$ cat config.mk
export PLATFORM = sky130hd
export DESIGN_NAME = shift_arbiter
export DESIGN_NICKNAME = d
export VERILOG_FILES = /design/src/rtl/shift_arbiter.sv
export SDC_FILE = /design/constraint.sdc
export NUM_CORES = 1
export LEC_CHECK = 0
export ABC_CLOCK_PERIOD_IN_PS = 4000
export CAP_MARGIN = 20
export CORE_MARGIN = 2
export CORE_UTILIZATION = 42
export DETAILED_ROUTE_END_ITERATION = 10
export PLACE_DENSITY = 0.88
export RECOVER_POWER = 25
export SLEW_MARGIN = 20
export SYNTH_ARGS = -nofsm -noshare
export SYNTH_HDL_FRONTEND = slang
export SYNTH_SLANG_ARGS = --single-unit
$ cat constraint.sdc
create_clock -name clk -period 4 [get_ports clk]
set_clock_uncertainty 0.1 [all_clocks]
set_input_delay 0.4 -clock clk [delete_from_list [all_inputs] [get_ports clk]]
set_output_delay 0.4 -clock clk [all_outputs]
set_load 0.02 [all_outputs]
$ cat src/rtl/shift_arbiter.sv
// rtl/shift_arbiter.sv - round-robin sharing of one external barrel shifter between two requesters
// Optional grant counters are built only when SHARB_PERF_EN is defined.
module shift_arbiter #(
    parameter int CNT_W = 16
) (
    input  logic             clk,
    input  logic             rst_n,
    input  logic             req0_valid,
    output logic             req0_ready,
    input  logic [31:0]      req0_a,
    input  logic [31:0]      req0_b,
    input  logic [1:0]       req0_op,
    input  logic             req1_valid,
    output logic             req1_ready,
    input  logic [31:0]      req1_a,
    input  logic [31:0]      req1_b,
    input  logic [1:0]       req1_op,
    output logic [31:0]      sh_a,
    output logic [31:0]      sh_b,
    output logic [1:0]       sh_op,
    input  logic [31:0]      sh_r,
    input  logic             sh_zero,
    input  logic             sh_carry,
    input  logic             sh_negative,
    input  logic             sh_overflow,
    output logic             rsp_valid,
    input  logic             rsp_ready,
    output logic             rsp_id,
    output logic [31:0]      rsp_r,
    output logic [3:0]       rsp_flags
`ifdef SHARB_PERF_EN
    ,
    output logic [CNT_W-1:0] grant_cnt0,
    output logic [CNT_W-1:0] grant_cnt1
`endif
);

    typedef enum logic [1:0] {
        IDLE  = 2'd0,
        ISSUE = 2'd1,
        RESP  = 2'd2
    } state_t;

    state_t state;
    state_t state_nxt;
    logic   last_gnt;
    logic   gnt_valid;
    logic   gnt_id;

    // Grant decision is purely combinational so ready can follow valid in the same cycle.
    always_comb begin
        state_nxt  = state;
        gnt_valid  = 1'b0;
        gnt_id     = 1'b0;
        req0_ready = 1'b0;
        req1_ready = 1'b0;
        case (state)
            IDLE: begin
                if (req0_valid && req1_valid) begin
                    gnt_valid = 1'b1;
                    gnt_id    = ~last_gnt;
                end else if (req0_valid) begin
                    gnt_valid = 1'b1;
                    gnt_id    = 1'b0;
                end else if (req1_valid) begin
                    gnt_valid = 1'b1;
                    gnt_id    = 1'b1;
                end
                req0_ready = gnt_valid && !gnt_id;
                req1_ready = gnt_valid && gnt_id;
                if (gnt_valid) begin
                    state_nxt = ISSUE;
                end
            end
            ISSUE: begin
                state_nxt = RESP;
            end
            RESP: begin
                if (rsp_valid && rsp_ready) begin
                    state_nxt = IDLE;
                end
            end
            default: begin
                state_nxt = IDLE;
            end
        endcase
    end

    always_ff @(posedge clk or negedge rst_n) begin
        if (!rst_n) begin
            state     <= IDLE;
            last_gnt  <= 1'b1;
            sh_a      <= 32'd0;
            sh_b      <= 32'd0;
            sh_op     <= 2'd0;
            rsp_valid <= 1'b0;
            rsp_id    <= 1'b0;
            rsp_r     <= 32'd0;
            rsp_flags <= 4'd0;
        end else begin
            state <= state_nxt;
            case (state)
                IDLE: begin
                    if (gnt_valid) begin
                        sh_a     <= gnt_id ? req1_a  : req0_a;
                        sh_b     <= gnt_id ? req1_b  : req0_b;
                        sh_op    <= gnt_id ? req1_op : req0_op;
                        rsp_id   <= gnt_id;
                        last_gnt <= gnt_id;
                    end
                end
                ISSUE: begin
                    // The shifter has had the whole cycle to settle on the held operands.
                    rsp_r     <= sh_r;
                    rsp_flags <= {sh_zero, sh_carry, sh_negative, sh_overflow};
                    rsp_valid <= 1'b1;
                end
                RESP: begin
                    if (rsp_valid && rsp_ready) begin
                        rsp_valid <= 1'b0;
                    end
                end
                default: begin
                end
            endcase
        end
    end

`ifdef SHARB_PERF_EN
    // Counters stick at all-ones instead of wrapping.
    always_ff @(posedge clk or negedge rst_n) begin
        if (!rst_n) begin
            grant_cnt0 <= '0;
            grant_cnt1 <= '0;
        end else begin
            if (req0_valid && req0_ready && (grant_cnt0 != {CNT_W{1'b1}})) begin
                grant_cnt0 <= grant_cnt0 + 1'b1;
            end
            if (req1_valid && req1_ready && (grant_cnt1 != {CNT_W{1'b1}})) begin
                grant_cnt1 <= grant_cnt1 + 1'b1;
            end
        end
    end
`endif

endmodule

==> out/qor.txt <==
SETUP PATH
-----------------------------------------------------------------------------------------------
Setup slack of the worst register-to-register path ...............................      1.51 ns
Crit path launch type ............................................................         flop
Worst Path Max Fanout ............................................................           67
Standard cell with the maximum stage delay on the critical path .................. sky130_fd_sc_hd__clkdlybuf4s50_1
Maximum cell stage delay along the critical path .................................      0.68 ns
List of cells traversed by the critical path ..................................... or2_4, nor2_1, clkdlybuf4s50_1
Crit path arrival time ...........................................................      2.30 ns
Worst Path Class, Setup ..........................................................   reg -> out
Data required, critical path .....................................................      3.50 ns
CP endpoint kind ................................................................. primary output

DIE
-----------------------------------------------------------------------------------------------
Die span in y .................................................................... 112.6 microns
Horiz. Die Dim ................................................................... 112.6 microns
Die outline area ................................................................. 12,670 sq um
Area of the core ................................................................. 11,470 sq um
Effective utilization at floorplan ...............................................       43.16%
I/O pin cnt ......................................................................          279
Std-Cell Rows ....................................................................           39

GRT
-----------------------------------------------------------------------------------------------
Overall overflow remaining after global route ....................................            0
Number of antenna violations at the first check in global routing ................            0
Vias in the first global route ...................................................        4,825
Maximum number of pins on one net before global-route repair .....................           72
First-pass GRT wire length ....................................................... 25,660 microns
Global-route usage over all layers ...............................................       25.32%

CLOCKING
-----------------------------------------------------------------------------------------------
Post-CTS sizing ..................................................................            0
Number of buffers created by CTS .................................................            9
CTS Root Cell .................................................................... sky130_fd_sc_hd__clkbuf_16
Clk_lat worst skew ...............................................................      0.34 ns
Number of levels the H-tree was split into .......................................            3
Clock buffer depth ...............................................................            2
CTS tree .........................................................................         done
Sink count of the clock tree .....................................................          107
Clock input transition at the sequential cells of the worst setup and hold paths .      0.07 ns

ROUTE
-----------------------------------------------------------------------------------------------
Met3 WL post-DR .................................................................. 1377 microns
Number of DRC violations after detailed-routing iteration 0 ......................          378
Residual antenna-violating net count after detailed routing ......................            0
Via count ........................................................................        4,986
Top layer reached by signal wires ................................................         met4
Routed met2 length ............................................................... 8326 microns
Routed wire length ............................................................... 16,330 microns
Pre-Repair DR Iteration Count ....................................................            5
Avg WL per Cell .................................................................. 18.75 microns
Via-to-Cell Ratio ................................................................        5.724
Routed metal-1 wirelength ........................................................ 6190 microns
Number of remaining DRC errors ...................................................            0

STA
-----------------------------------------------------------------------------------------------
Max-slew headroom ................................................................      0.9272%
Hold slack final .................................................................    0.3862 ns
Final worst setup slack ..........................................................     1.200 ns
Shortest period the worst path allows ............................................     2.800 ns
Portion of the clock cycle consumed by the worst path in the final layout ........       70.00%
Tightest Pin Transition ..........................................................     1.486 ns
Total negative setup slack .......................................................         0 ns
Number of max-slew violations in the final report ................................            0
Final hold violations ............................................................            0
Max Clock Freq ...................................................................    357.2 MHz
Setup-failing EPs final ..........................................................            0
RSZ-0062 raised after global routing .............................................        false

PLACED DESIGN
-----------------------------------------------------------------------------------------------
Port Buf Inserts .................................................................          278
Dpl ws ...........................................................................     1.485 ns
Placed wire-length estimate ...................................................... 11,320 microns
Gpl congestion ...................................................................       0.8007
Cells after DPL ..................................................................          854
Placed instance area .............................................................   7641 sq um

JOB
-----------------------------------------------------------------------------------------------
Max Cap Violations ...............................................................            0

LOGIC SYNTHESIS
-----------------------------------------------------------------------------------------------
Unique masters post-synth ........................................................           24
Part of the Yosys area used for sequential elements ..............................       54.12%
Post-synth design cell area ......................................................   4950 sq um
Syn Inst Count ...................................................................          480
Synthesis-stage register bit count ...............................................          107
Area share of the largest cell type after synthesis ..............................       53.59%
Number of warning messages in the yosys log ......................................            0
Nets in the synthesized netlist ..................................................          653
Yosys top cell by area ........................................................... sky130_fd_sc_hd__dfrtp_1
Mean area per synthesized cell ...................................................  10.31 sq um
Largest cells by area after synthesis ............................................ sky130_fd_sc_hd__dfrtp_1 (54%), sky130_fd_sc_hd__a31oi_1 (8.3%), sky130_fd_sc_hd__mux2_2 (8.2%)

LAYOUT
-----------------------------------------------------------------------------------------------
Number of antenna cells inserted .................................................            0
Final instance area ..............................................................   7931 sq um
Most frequent standard cell in the layout excluding fill and tap cells ........... sky130_fd_sc_hd__clkdlybuf4s50_1
Finished Core Util ...............................................................       69.17%
Count of filler cells inserted in the layout .....................................          829
Area Growth Syn to Fin ...........................................................       60.24%
Final std cells w/o fill .........................................................          871
Commonest cells after routing, fill and taps aside ............................... sky130_fd_sc_hd__clkdlybuf4s50_1 (277), sky130_fd_sc_hd__dfrtp_1 (106), sky130_fd_sc_hd__a21oi_1 (68), sky130_fd_sc_hd__nand3_1 (66), sky130_fd_sc_hd__a31oi_1 (66)
Ratio of cells with drive above 1 in the final layout ............................       9.341%
NumNets Final ....................................................................          896

WORST HOLD PATH
-----------------------------------------------------------------------------------------------
Worst min-delay path class .......................................................   reg -> reg

POWER AND IR DROP
-----------------------------------------------------------------------------------------------
Max IR drop VDD ..................................................................    0.6774 mV
Pwr/cell area .................................................................... 808.7 nW/um^2
Leakage power total ..............................................................     3.015 nW
Total power ......................................................................     6.414 mW

RUN STATUS
-----------------------------------------------------------------------------------------------
Status ........................................................................... finished clean

-- critical path, delay by kind of cell (launching register included) --
family | cells | cell delay, ns
DFF | 1 | 0.48
buffers and inverters | 1 | 0.68
and+or+nand+nor | 2 | 0.78
-- cell type report --
cell class	instances	area (sq um)	area share (%)
clock buffers	10	239.0	3.013
clock inverters	6	46.29	0.5837
inverters	2	8.758	0.1104
multi-input cells	317	1943	24.50
flip-flops and latches	107	2679	33.78
well taps	143	178.9	2.256
repair buffers	286	2836	35.76
-- synth_stat cells --
cell type and n:
sky130_fd_sc_hd__a21bo_2 1, sky130_fd_sc_hd__a21boi_2 1, sky130_fd_sc_hd__a21o_1 3, sky130_fd_sc_hd__a21oi_1 68, sky130_fd_sc_hd__a31oi_1 66, sky130_fd_sc_hd__buf_2 19, sky130_fd_sc_hd__buf_4 9, sky130_fd_sc_hd__buf_6 10
sky130_fd_sc_hd__clkbuf_1 16, sky130_fd_sc_hd__dfrtp_1 106, sky130_fd_sc_hd__dfstp_2 1, sky130_fd_sc_hd__inv_1 1, sky130_fd_sc_hd__inv_2 1, sky130_fd_sc_hd__mux2_2 36, sky130_fd_sc_hd__nand2_1 2, sky130_fd_sc_hd__nand2_4 1
sky130_fd_sc_hd__nand3_1 66, sky130_fd_sc_hd__nor2_1 2, sky130_fd_sc_hd__nor2_4 1, sky130_fd_sc_hd__nor2b_1 2, sky130_fd_sc_hd__o21ai_0 58, sky130_fd_sc_hd__o21ai_1 8, sky130_fd_sc_hd__or2_0 1, sky130_fd_sc_hd__or2_4 1
-- logic make-up after synthesis --
| kind of cell | share of synthesized area [%] |
|---|---|
| AO/OA/AOI/OAI | 22.78 |
| flip-flops | 54.12 |
| AND/OR/NAND/NOR | 7.988 |
| buffers and inverters | 6.926 |
| multiplexers | 8.190 |
-- flip-flops by register name (all words and copies together), names as in the netlist --
name,cells
sh_b,32
sh_a,32
rsp_r,32
rsp_valid,1
last_gnt,1
sh_op,2
state,2
rsp_id,1
rsp_flags,4
-- final timing paths --
check	startpoint	to	cells after the start
worst min-delay path	rsp_id$_DFFE_PN0P_	rsp_id$_DFFE_PN0P_	1
worst min register to register	rsp_id$_DFFE_PN0P_	rsp_id$_DFFE_PN0P_	1
min in group asynchronous	rst_n	sh_b[20]$_DFFE_PN0P_	2
worst max register to register	state[1]$_DFFE_PN0P_	sh_b[13]$_DFFE_PN0P_	5
worst max-delay path	state[1]$_DFFE_PN0P_	req1_ready	3
max in group asynchronous	rst_n	state[0]$_DFFE_PN0P_	3
-- timing repair --
item / 4_1_cts / 5_1_grt
hold buffers: 1 / 0
hold endpoints to repair: 7 / 0
buffers inserted: 0 / 0
-- metal layers --
metal	vias to the layer above	global-route usage, %
met2	274	43.07
met3	33	6.803
met1	2411	30.97
li1	2268	-
met4	0	9.268
met5	-	0
-- where the power goes --
part,leakage (nW),switching (mW),internal [mW]
sequential,1.21,0.323,1.65
combinational,1.66,1.96,1.63
clock,0.136,0.411,0.446
Note: power is estimated with default switching activity, not from simulation.
